<file path="src/rtl/fft_uart_pkg.sv">
// Shared definitions for the UART <-> FFT framing blocks: default sizes, sample/byte types
// and the frame loader state encoding.
package fft_uart_pkg;

  localparam int unsigned FFT_SIZE_DEF       = 16;
  localparam int unsigned WORD_SIZE_DEF      = 16;
  localparam int unsigned DATA_LENGTH_DEF    = 8;
  localparam int unsigned FRACTION_DEF       = 8;
  localparam int unsigned TIMEOUT_CYCLES_DEF = 8680;

  typedef logic signed [WORD_SIZE_DEF-1:0] sample_t;
  typedef logic        [DATA_LENGTH_DEF-1:0] byte_t;

  typedef enum logic [0:0] {
    LD_FILL = 1'b0,
    LD_FULL = 1'b1
  } loader_state_e;

endpackage

</file>
<file path="src/rtl/fft_frame_loader_if.sv">
// Byte-in / frame-out bus of the FFT frame loader. The master drives UART bytes and the
// frame ack; the slave (loader) returns the parallel frame and status pulses.
interface fft_frame_loader_if
  import fft_uart_pkg::*;
#(
  parameter int unsigned FFT_SIZE    = FFT_SIZE_DEF,
  parameter int unsigned WORD_SIZE   = WORD_SIZE_DEF,
  parameter int unsigned DATA_LENGTH = DATA_LENGTH_DEF
);
  localparam int unsigned CNT_W = $clog2(FFT_SIZE) + 1;

  logic [DATA_LENGTH-1:0]          i_byte;
  logic                            i_byte_valid;
  logic                            i_frame_ack;
  logic [FFT_SIZE*WORD_SIZE-1:0]   o_samples;
  logic                            o_frame_valid;
  logic [CNT_W-1:0]                o_fill_count;
  logic                            o_overflow;
  logic                            o_timeout;

  modport master (
    output i_byte, i_byte_valid, i_frame_ack,
    input  o_samples, o_frame_valid, o_fill_count, o_overflow, o_timeout
  );

  modport slave (
    input  i_byte, i_byte_valid, i_frame_ack,
    output o_samples, o_frame_valid, o_fill_count, o_overflow, o_timeout
  );

endinterface

</file>
<file path="src/rtl/fft_frame_gap_timer.sv">
// Inter-byte gap counter: while enabled, counts cycles without byte activity and emits a
// one-cycle combinational pulse on the TIMEOUT_CYCLES-th idle cycle.
module fft_frame_gap_timer #(
  parameter int unsigned TIMEOUT_CYCLES = 8680
) (
  input  logic clk,
  input  logic rst_n,
  input  logic enable_i,
  input  logic activity_i,
  output logic expired_o_c
);
  localparam int unsigned GAP_W = $clog2(TIMEOUT_CYCLES + 1);

  logic [GAP_W-1:0] gap_q, gap_d;

  always_comb begin
    gap_d       = gap_q;
    expired_o_c = 1'b0;
    if (!enable_i || activity_i) begin
      gap_d = '0;
    end else if (gap_q == GAP_W'(TIMEOUT_CYCLES - 1)) begin
      gap_d       = '0;
      expired_o_c = 1'b1;
    end else begin
      gap_d = gap_q + GAP_W'(1);
    end
  end

  always_ff @(posedge clk or negedge rst_n) begin
    if (!rst_n) gap_q <= '0;
    else        gap_q <= gap_d;
  end

endmodule

</file>
<file path="src/rtl/fft_frame_loader.sv">
// Collects UART bytes into FFT_SIZE fixed-point samples and hands complete frames to the FFT
// over a valid/ack handshake. Define FRAME_TIMEOUT_EN to discard stalled partial frames.
module fft_frame_loader
  import fft_uart_pkg::*;
#(
  parameter int unsigned FFT_SIZE       = FFT_SIZE_DEF,
  parameter int unsigned WORD_SIZE      = WORD_SIZE_DEF,
  parameter int unsigned DATA_LENGTH    = DATA_LENGTH_DEF,
  parameter int unsigned FRACTION       = FRACTION_DEF,
  parameter bit          SIGNED_IN      = 1'b1,
  parameter int unsigned TIMEOUT_CYCLES = TIMEOUT_CYCLES_DEF
) (
  input logic               i_clk,
  input logic               i_rst_n,
  fft_frame_loader_if.slave bus
);
  localparam int unsigned IDX_W = $clog2(FFT_SIZE);
  localparam int unsigned CNT_W = IDX_W + 1;
  localparam int unsigned BUS_W = FFT_SIZE * WORD_SIZE;

  localparam logic [0:0] S_FILL = LD_FILL;
  localparam logic [0:0] S_FULL = LD_FULL;

  if (WORD_SIZE < DATA_LENGTH + FRACTION) begin : g_bad_word_size
    $error("fft_frame_loader: WORD_SIZE must be >= DATA_LENGTH + FRACTION");
  end
  if (TIMEOUT_CYCLES == 0) begin : g_bad_timeout
    $error("fft_frame_loader: TIMEOUT_CYCLES must be nonzero");
  end

  // Byte -> Q(WORD_SIZE-FRACTION).FRACTION sample
  function automatic logic [WORD_SIZE-1:0] to_sample(input logic [DATA_LENGTH-1:0] b);
    logic [WORD_SIZE-1:0] ext;
    if (SIGNED_IN) ext = WORD_SIZE'($signed(b));
    else           ext = WORD_SIZE'(b);
    return ext << FRACTION;
  endfunction

  logic [0:0]       state_q, state_d;
  logic [CNT_W-1:0] cnt_q, cnt_d;
  logic [BUS_W-1:0] fill_q, fill_d;
  logic [BUS_W-1:0] samples_q, samples_d;
  logic             valid_q, valid_d;
  logic             overflow_q, overflow_d;
  logic             timeout_q, timeout_d;
  logic [IDX_W-1:0] wr_idx;
  logic             gap_expired_c;

  assign wr_idx = cnt_q[IDX_W-1:0];

`ifdef FRAME_TIMEOUT_EN
  logic gap_enable;
  assign gap_enable = (state_q == S_FILL) && (cnt_q != '0);

  fft_frame_gap_timer #(
    .TIMEOUT_CYCLES (TIMEOUT_CYCLES)
  ) u_gap_timer (
    .clk         (i_clk),
    .rst_n       (i_rst_n),
    .enable_i    (gap_enable),
    .activity_i  (bus.i_byte_valid),
    .expired_o_c (gap_expired_c)
  );
`else
  assign gap_expired_c = 1'b0;
`endif

  // Next state: fill, hand-off copy (copy beats a same-cycle ack), overflow and timeout
  always_comb begin
    state_d    = state_q;
    cnt_d      = cnt_q;
    fill_d     = fill_q;
    samples_d  = samples_q;
    valid_d    = valid_q && !bus.i_frame_ack;
    overflow_d = 1'b0;
    timeout_d  = 1'b0;
    case (state_q)
      S_FILL: begin
        if (bus.i_byte_valid) begin
          fill_d[int'(wr_idx)*WORD_SIZE +: WORD_SIZE] = to_sample(bus.i_byte);
          cnt_d = cnt_q + CNT_W'(1);
          if (cnt_q == CNT_W'(FFT_SIZE - 1)) state_d = S_FULL;
        end else if (gap_expired_c) begin
          cnt_d     = '0;
          timeout_d = 1'b1;
        end
      end
      S_FULL: begin
        if (!valid_q || bus.i_frame_ack) begin
          samples_d = fill_q;
          valid_d   = 1'b1;
          state_d   = S_FILL;
          cnt_d     = '0;
          if (bus.i_byte_valid) begin
            fill_d[WORD_SIZE-1:0] = to_sample(bus.i_byte);
            cnt_d = CNT_W'(1);
          end
        end else if (bus.i_byte_valid) begin
          overflow_d = 1'b1;
        end
      end
      default: state_d = S_FILL;
    endcase
  end

  always_ff @(posedge i_clk or negedge i_rst_n) begin
    if (!i_rst_n) begin
      state_q    <= S_FILL;
      cnt_q      <= '0;
      fill_q     <= '0;
      samples_q  <= '0;
      valid_q    <= 1'b0;
      overflow_q <= 1'b0;
      timeout_q  <= 1'b0;
    end else begin
      state_q    <= state_d;
      cnt_q      <= cnt_d;
      fill_q     <= fill_d;
      samples_q  <= samples_d;
      valid_q    <= valid_d;
      overflow_q <= overflow_d;
      timeout_q  <= timeout_d;
    end
  end

  assign bus.o_samples     = samples_q;
  assign bus.o_frame_valid = valid_q;
  assign bus.o_fill_count  = cnt_q;
  assign bus.o_overflow    = overflow_q;
  assign bus.o_timeout     = timeout_q;

endmodule

</file>
<file path="src/flat_wrapper.sv">
// flat-port wrapper written by rule: the top's interface ports become plain ports
module fft_frame_loader_flat import fft_uart_pkg::*;
#(
  parameter int unsigned FFT_SIZE       = FFT_SIZE_DEF,
  parameter int unsigned WORD_SIZE      = WORD_SIZE_DEF,
  parameter int unsigned DATA_LENGTH    = DATA_LENGTH_DEF,
  parameter int unsigned FRACTION       = FRACTION_DEF,
  parameter bit          SIGNED_IN      = 1'b1,
  parameter int unsigned TIMEOUT_CYCLES = TIMEOUT_CYCLES_DEF
)
  (i_clk, i_rst_n, bus_i_byte, bus_i_byte_valid, bus_i_frame_ack, bus_o_samples, bus_o_frame_valid, bus_o_fill_count, bus_o_overflow, bus_o_timeout);
  fft_frame_loader_if #(.FFT_SIZE(FFT_SIZE), .WORD_SIZE(WORD_SIZE), .DATA_LENGTH(DATA_LENGTH)) bus_i ();
  input logic i_clk;
  input logic i_rst_n;
  input wire logic [$bits(bus_i.i_byte)-1:0] bus_i_byte;
  input wire logic [$bits(bus_i.i_byte_valid)-1:0] bus_i_byte_valid;
  input wire logic [$bits(bus_i.i_frame_ack)-1:0] bus_i_frame_ack;
  output wire logic [$bits(bus_i.o_samples)-1:0] bus_o_samples;
  output wire logic [$bits(bus_i.o_frame_valid)-1:0] bus_o_frame_valid;
  output wire logic [$bits(bus_i.o_fill_count)-1:0] bus_o_fill_count;
  output wire logic [$bits(bus_i.o_overflow)-1:0] bus_o_overflow;
  output wire logic [$bits(bus_i.o_timeout)-1:0] bus_o_timeout;
  assign bus_i.i_byte = bus_i_byte;
  assign bus_i.i_byte_valid = bus_i_byte_valid;
  assign bus_i.i_frame_ack = bus_i_frame_ack;
  assign bus_o_samples = bus_i.o_samples;
  assign bus_o_frame_valid = bus_i.o_frame_valid;
  assign bus_o_fill_count = bus_i.o_fill_count;
  assign bus_o_overflow = bus_i.o_overflow;
  assign bus_o_timeout = bus_i.o_timeout;
  fft_frame_loader #(.FFT_SIZE(FFT_SIZE), .WORD_SIZE(WORD_SIZE), .DATA_LENGTH(DATA_LENGTH), .FRACTION(FRACTION), .SIGNED_IN(SIGNED_IN), .TIMEOUT_CYCLES(TIMEOUT_CYCLES)) u_core (.i_clk(i_clk), .i_rst_n(i_rst_n), .bus(bus_i));
endmodule
</file>
<file path="config.mk">
export PLATFORM = sky130hd
export DESIGN_NAME = fft_frame_loader_flat
export DESIGN_NICKNAME = d
export VERILOG_FILES = /design/src/rtl/fft_uart_pkg.sv /design/src/rtl/fft_frame_loader_if.sv /design/src/rtl/fft_frame_gap_timer.sv /design/src/rtl/fft_frame_loader.sv /design/src/flat_wrapper.sv
export SDC_FILE = /design/constraint.sdc
export NUM_CORES = 1
export LEC_CHECK = 0
export ABC_CLOCK_PERIOD_IN_PS = 5200
export CORE_AREA = 2 2 148 150
export CTS_CLUSTER_SIZE = 28
export DETAILED_ROUTE_END_ITERATION = 8
export DIE_AREA = 0 0 150 152
export PLACE_DENSITY = 0.86
export SYNTH_ARGS = -nofsm -noshare
export SYNTH_HDL_FRONTEND = slang
export SYNTH_SLANG_ARGS = --single-unit
</file>
<file path="constraint.sdc">
create_clock -name i_clk -period 5.2 [get_ports i_clk]
set_clock_uncertainty 0.15 [all_clocks]
set_input_delay 0.78 -clock i_clk [delete_from_list [all_inputs] [get_ports i_clk]]
set_output_delay 0.78 -clock i_clk [all_outputs]
set_load 0.01 [all_outputs]
</file>
==> PnR_summary.wiki <==
{| class="wikitable"
! Metric !! Value
|-
| Number of detailed-routing iterations run before antenna repair || 6
|-
| Cell area reported after detailed placement || 0.0125 mm2
|-
| Worst Setup Slack, final || 1.14 ns
|-
| Count of final max-slew check failures || 0
|-
| Width of the die || 150 um
|-
| Antenna Cells || 0
|-
| Fraction of layout cells with a size suffix above 1 || 12.3%
|-
| Aggregate routed wire length || 26.6 mm
|-
| Clock tree sinks || 264
|-
| Via total after detailed routing || 7,748
|-
| Max Cap Viol || 0
|-
| Worst R2R Setup Slack || 1.14 ns
|-
| Fmax achieved || 246 MHz
|-
| Instance count of the mapped netlist || 1,108
|-
| Number of enable-type register cells in the synthesized netlist || 0
|-
| Global-route wire length before repair || 41.6 mm
|-
| Port Buf Inserts || 146
|-
| Routed vias/inst || 5.05
|-
| Worst vdd rail ir drop || 332 uV
|-
| Critical R2R Capture || u_core.fill_q[27]
|-
| Dominant register cell in the synthesized netlist || sky130_fd_sc_hd__dfrtp_1
|-
| Seq cells post-synth || 264
|-
| RSZ-0062 raised after global routing || false
|-
| Reg-to-reg critical path startpoint || u_core.bus.o_fill_count[0]
|-
| Endpoints failing hold || 0
|-
| Cell area after technology mapping || 0.0113 mm2
|-
| Area share of the largest cell type after synthesis || 58.3%
|-
| Core Box Area || 0.0214 mm2
|-
| Leak Pwr || 6.77 nW
|-
| DRC violation count after routing || 0
|-
| Worst Max-Slew Pin Slew || 0.995 ns
|-
| Routed wirelength normalized by instance count || 17.3 um
|-
| CTS tree || yes
|-
| Min Tclk post-route || 4.06 ns
|-
| Root buffer selected by CTS || sky130_fd_sc_hd__clkbuf_16
|-
| Post-Synthesis Mean Instance Area || 10.2 um2
|-
| Clock insertion delay at the later pin of the skew report || 0.52 ns
|-
| Global routing usage on met1 || 31.7%
|-
| Vias in the first global route || 7,504
|-
| Async set or reset register ratio after synthesis || 100%
|-
| Yosys top cell by area || sky130_fd_sc_hd__dfrtp_1
|-
| Antenna violations before repair || 0
|-
| Distinct cell type count of the synthesized netlist || 50
|-
| Count of hold-fix buffers inserted at cts || 0
|-
| Portion of the post-synthesis area used by sequential elements || 58.3%
|-
| Total congestion overflow after global routing || 0
|-
| Most area-consuming cells after synthesis || sky130_fd_sc_hd__dfrtp_1 58%, sky130_fd_sc_hd__nand2_1 14%, sky130_fd_sc_hd__mux2_2 9.0%
|-
| Count of nets after finishing || 1,249
|-
| Total Power Consumption || 7.37 mW
|-
| Height of the die || 152 um
|-
| Detailed Place HPWL || 17.4 mm
|-
| Number of DRC markers after the initial detailed-route iteration || 501
|-
| Io pins || 276
|-
| Slew margin rel. || 33.6%
|-
| Arr. time, crit path || 4.32 ns
|-
| Number of clock buffers inserted by TritonCTS || 26
|-
| Final clock period utilization by the worst path || 78.2%
|-
| Worst Setup Slack post-DPL || 1.36 ns
|-
| Type of destination of the critical path || flip-flop
|-
| Maximum clock insertion buffer count || 3
|-
| Number of setup violations in the final report || 0
|-
| Largest net degree at the start of global routing || 114
|-
| GRT Max-Usage Layer || met2
|-
| Initial Util || 53.1%
|-
| Final TNS setup || 0 ns
|-
| Routed Antenna Nets || 0
|-
| Setup Fix Bufs, Post-CTS || 0
|-
| Clock transition at the register clock pins on the worst setup and hold paths after CTS || 0.06 ns
|-
| Worst hold path class || input port to asynchronous set/reset pin
|-
| Number of levels the H-tree was split into || 1
|-
| Met2 Track Usage GR || 37.7%
|-
| P&R area growth vs syn || 17.6%
|-
| GRT Resource Usage Total || 23.2%
|-
| Worst path required time || 5.46 ns
|-
| Final Cell Area || 0.0133 mm2
|-
| Die Area || 0.0228 mm2
|-
| Site row count || 54
|-
| Gates resized, CTS repair || 0
|-
| Power per cell area || 553 mW/mm2
|-
| Number of warnings reported in the yosys synthesis log || 0
|-
| Crit path kind || flip-flop to flip-flop
|-
| Result of the run || completed
|-
| Final RePlAce weighted congestion || 0.863
|-
| Highest fanout seen on the critical path || 27
|-
| Register-to-Register Path Depth || 5
|-
| Met3 Use GR || 5.08%
|-
| Critical path startpoint category || flip-flop
|}
## power by group
group,switching (mW),internal [mW]
registers,0.478,2.81
clock network,0.766,1.04
logic,1.15,1.12
## how the worst max path moves through the flow
stage,start,cells after the start,end
floorplan,u_core.bus.o_fill_count[0],8,u_core.fill_q[232]
global placement,u_core.bus.o_fill_count[0],5,u_core.fill_q[29]
detailed placement,u_core.bus.o_fill_count[0],5,u_core.fill_q[28]
CTS,u_core.bus.o_fill_count[0],5,u_core.fill_q[25]
global route,u_core.bus.o_fill_count[0],5,u_core.fill_q[29]
finish,u_core.bus.o_fill_count[0],5,u_core.fill_q[27]
## layout by cell type, fill, tap and decap left out, types with 5 or more instances in the layout
master	synthesis	final
sky130_fd_sc_hd__nand2_1	408	407
sky130_fd_sc_hd__clkbuf_1	44	11
sky130_fd_sc_hd__o21ai_1	9	9
sky130_fd_sc_hd__nor2_1	11	11
sky130_fd_sc_hd__dfrtp_1	264	264
sky130_fd_sc_hd__clkbuf_16	0	27
sky130_fd_sc_hd__clkdlybuf4s50_1	0	145
sky130_fd_sc_hd__clkbuf_8	0	6
sky130_fd_sc_hd__inv_1	5	5
sky130_fd_sc_hd__mux2_2	91	91
sky130_fd_sc_hd__o21ai_0	64	64
sky130_fd_sc_hd__and3_1	9	9
sky130_fd_sc_hd__and2_1	7	6
sky130_fd_sc_hd__buf_4	130	7
sky130_fd_sc_hd__conb_1	1	129
## sequential cells by signal, summed over array words and instances, names as in the netlist
| signal | cells |
|---|---|
| u_core.bus.o_frame_valid | 1 |
| u_core.fill_q | 128 |
| u_core.bus.o_samples | 128 |
| u_core.bus.o_fill_count | 5 |
| u_core.state_q | 1 |
| u_core.bus.o_overflow | 1 |
## stage by stage
stage | hold WS (ns) | util, % | std cells
finish | 0.127 | 62.4 | 1533
global route | 0.210 | 62.4 | 1533
CTS | 0.190 | 62.4 | 1533
detailed placement | 0.302 | 58.6 | 1485
global placement | 0.292 | 58.6 | 1485
floorplan | 0.282 | - | 1236
## cell type report
type                            instances  area (um2)
Multi-Input combinational cell        783        4020
Inverter                                5        18.8
Fill cell                            1695        8020
Timing Repair Buffer                  153        1520
Clock buffer                           44         800
Sequential cell                       264        6610
Tap cell                              280         350
Clock inverter                          4        20.0
## critical path, stage by stage, from the launching register on
cell	delay, ns
sky130_fd_sc_hd__dfrtp_1	0.83
sky130_fd_sc_hd__inv_1	0.19
sky130_fd_sc_hd__ha_1	0.73
sky130_fd_sc_hd__nand4b_1	0.78
sky130_fd_sc_hd__nor3_2	0.85
sky130_fd_sc_hd__mux2_2	0.41
## metal layers
metal / up-vias / part of all wire [%]
li1: 3528 / -
met1: 3838 / 41
met2: 338 / 49
met3: 44 / 7.4
met4: 0 / 2.4
met5: - / 0
## cell usage after synthesis, types with 2 or more instances
cell type / instances
sky130_fd_sc_hd__and2_1: 7
sky130_fd_sc_hd__and3_1: 9
sky130_fd_sc_hd__buf_2: 8
sky130_fd_sc_hd__buf_4: 130
sky130_fd_sc_hd__clkbuf_1: 44
sky130_fd_sc_hd__dfrtp_1: 264
sky130_fd_sc_hd__ha_1: 4
sky130_fd_sc_hd__inv_1: 5
sky130_fd_sc_hd__mux2_2: 91
sky130_fd_sc_hd__nand2_1: 408
sky130_fd_sc_hd__nand2_2: 4
sky130_fd_sc_hd__nand2b_1: 3
sky130_fd_sc_hd__nand3_1: 3
sky130_fd_sc_hd__nand3b_1: 2
sky130_fd_sc_hd__nor2_1: 11
sky130_fd_sc_hd__nor2_2: 3
sky130_fd_sc_hd__nor2b_1: 3
sky130_fd_sc_hd__nor3_1: 2
sky130_fd_sc_hd__o21ai_0: 64
sky130_fd_sc_hd__o21ai_1: 9
sky130_fd_sc_hd__o22ai_1: 2
sky130_fd_sc_hd__o31ai_1: 3
sky130_fd_sc_hd__or2_1: 2
## kinds of logic (layout without fill, tap and decap cells)
group           Yosys count  after routing  synth area share [%]
simple gates            469            469                  16.9
flops                   264            264                  58.3
buf+inv                 189            206                  10.7
mux                      93             93                  9.23
compound gates           85             85                  4.19
fa+ha+maj                 4              4                 0.441
xor+xnor                  3              3                 0.298
other cells               1            129                0.0331
Power figures use the tool's default switching activity.
==> RTL edit (same settings) <==
Build with the macro `FRAME_TIMEOUT_EN` defined.
--- a/src/rtl/fft_frame_loader.sv
+++ b/src/rtl/fft_frame_loader.sv
@@ -1,4 +1,6 @@
 // Collects UART bytes into FFT_SIZE fixed-point samples and hands complete frames to the FFT
 // over a valid/ack handshake. Define FRAME_TIMEOUT_EN to discard stalled partial frames.
+`define FRAME_TIMEOUT_EN
+
 module fft_frame_loader
   import fft_uart_pkg::*;
Function: same outputs for any inputs over 4 cycles, from zero or initial values and one cycle with i_rst_n low; that may be too few to reach the edited logic, so the function may still have changed.
==> RTL edit against the original RTL <==
Critical path depth rose by 1; first-iteration DRC count fell by 4.4%; power decreased by 11%; worst setup slack gained 0.35 ns; utilization is 4.9 points higher; global-route usage down 1.2 points; routed wire length down 5.8%; synthesized area increased by 8.0%; design area rose by 7.9%; die area is the same; sequential cell count rose by 15; critical path type unchanged; critical endpoint is now u_core.fill_q[40].
==> RTL edit: results (changes against the original RTL) <==
Outcome
The flow ran to the end, and the final reports show no timing, DRC or antenna violations.

Power and ir drop
The maximum vdd drop is 0.000252 V (-24%). The share of power burned in the clock network is 29.9% (+5.4 points). The net switching power figure came to 0.00193 W (-19%). The overall power after layout is 0.00654 W (-11%). The share of power burned in combinational logic is 24.0% (-6.9 points). The leakage power figure is 7.27 nW (+7.4%).

Drt
The total wire length is 25.0 mm (-5.8%). The number of DRC markers after the initial detailed-route iteration is 479 (-4.4%). The detailed-router iteration count before antenna repair came to 4 (-2). The total via count in the routed design was 7095 (-8.4%).

Placement
The global placer's final weighted congestion came to 0.854 (-0.95%). The number of buffer cells added on primary ports was 147 (+0.68%). The post-place instance area is 13500 um^2 (+7.9%).

The cell total after placement came to 1324 (-11%). The minimum setup slack after placement is 1.59 ns (+0.226 ns). The estimated wirelength of the detail-placed design is 16.7 mm (-3.8%).

Critical path
In this design, the largest share of critical-path delay is due to adder cells. The largest fanout on the critical path is 27 (unchanged). The largest incremental delay on the critical path is 0.84 ns.

The worst setup slack for register-to-register paths is 1.49 ns (+0.35 ns). The slowest stage cell on the critical path is ha_1. The signal arrival time at the worst endpoint is 3.97 ns (-0.35 ns).

Synth
The count of different cell masters after synthesis came to 42 (-16%). The synthesized instance count is 931 (-16%). The fraction of the yosys area taken by sequential cells is 57.0% (-1.2 points).

The share of flip-flops with an asynchronous set or reset after synthesis is 100% (unchanged). The number of warnings printed during yosys synthesis came to 0 (unchanged). By area the synthesized netlist is led by dfrtp_1 (57%), mux2_2 (21%), buf_4 (8.0%).

By count the netlist is led by dfrtp_1 (279), mux2_2 (223), buf_4 (130).

Hold path
The worst min-delay path category is in2async.

Cells and area
The number of standard cells in the layout, taps in and fillers out is 1373 (-10%). The number of antenna diodes is 0 (unchanged). The share of layout cells above drive strength 1 was 25.9% (+14 points). The net count reported at finish came to 1090 (-13%). The cell area after layout is 14400 um^2 (+7.9%). The fill cell instance count of the final layout was 1544 (-8.9%).

Clock network
The number of gates resized after CTS came to 0 (unchanged). The H-tree level count is 1 (unchanged). The root cell of the clock tree is clkbuf_16. The source-to-sink clock delay at the later pin of the worst-skew pair is 0.53 ns. The number of buffers inserted during clock tree synthesis is 27 (+3.8%). The largest buffer count on any clock path came to 3 (unchanged). The setup fix buffers added after clock tree synthesis is 0 (unchanged).

GRT
The via count of the first global-routing pass is 7154 (-4.7%). The first-pass GRT wire length came to 39.6 mm (-4.8%). The overall track demand over capacity in global routing is 22.1% (-1.2 points). The pin count of the biggest net entering global routing is 143 (+25%).

Timing
The achievable frequency is 269 MHz (+9.5%). The headroom to the max-slew limit is 28.4% (-5.2 points). The worst hold margin is 0.207 ns (+0.0796 ns).
==> RTL edit: final cells by class <==
| class | count | area share, % |
|---|---|---|
| Clock buffer | 38 | 5.19 |
| Clock inverter | 11 | 0.966 |
| Inverter | 21 | 0.548 |
| Multi-Input combinational cell | 593 | 31.7 |
| Sequential cell | 279 | 48.6 |
| Tap cell | 280 | 2.44 |
| Timing Repair Buffer | 151 | 10.7 |
==> RTL edit: final timing paths <==
| path | from | end | depth (start not counted) |
|---|---|---|---|
| max reg2reg | u_core.bus.o_fill_count[0] | u_core.fill_q[40] | 6 |
| max | u_core.bus.o_fill_count[0] | u_core.fill_q[40] | 6 |
| min in group i_clk | u_core.u_gap_timer.gap_q[0] | u_core.u_gap_timer.gap_q[0] | 1 |
| max in group asynchronous | i_rst_n | u_core.bus.o_samples[31] | 2 |
| min reg2reg | u_core.u_gap_timer.gap_q[0] | u_core.u_gap_timer.gap_q[0] | 1 |
| min | i_rst_n | u_core.bus.o_samples[75] | 1 |
==> RTL edit: layer usage <==
metal / routed length, um / share of wire [%] / track usage, % / up-vias
li1: - / - / - / 3208
met1: 10600 / 42 / 30.7 / 3614
met2: 12300 / 49 / 36.0 / 233
met3: 1620 / 6.5 / 3.99 / 40
met4: 516 / 2.1 / 5.84 / 0
met5: 0 / 0 / 0 / -
==> RTL edit: kinds of logic (layout without fill, tap and decap cells) <==
family | after synthesis | after routing | share of synthesized area [%]
flip-flops | 279 | 279 | 57.0
adder cells (fa/ha/maj) | 5 | 5 | 0.511
XOR/XNOR | 15 | 15 | 1.07
AND/OR/NAND/NOR | 171 | 171 | 7.83
multiplexers | 236 | 236 | 21.6
AO/OA/AOI/OAI | 38 | 38 | 2.21
other | 1 | 128 | 0.0306
buffers and inverters | 186 | 221 | 9.76
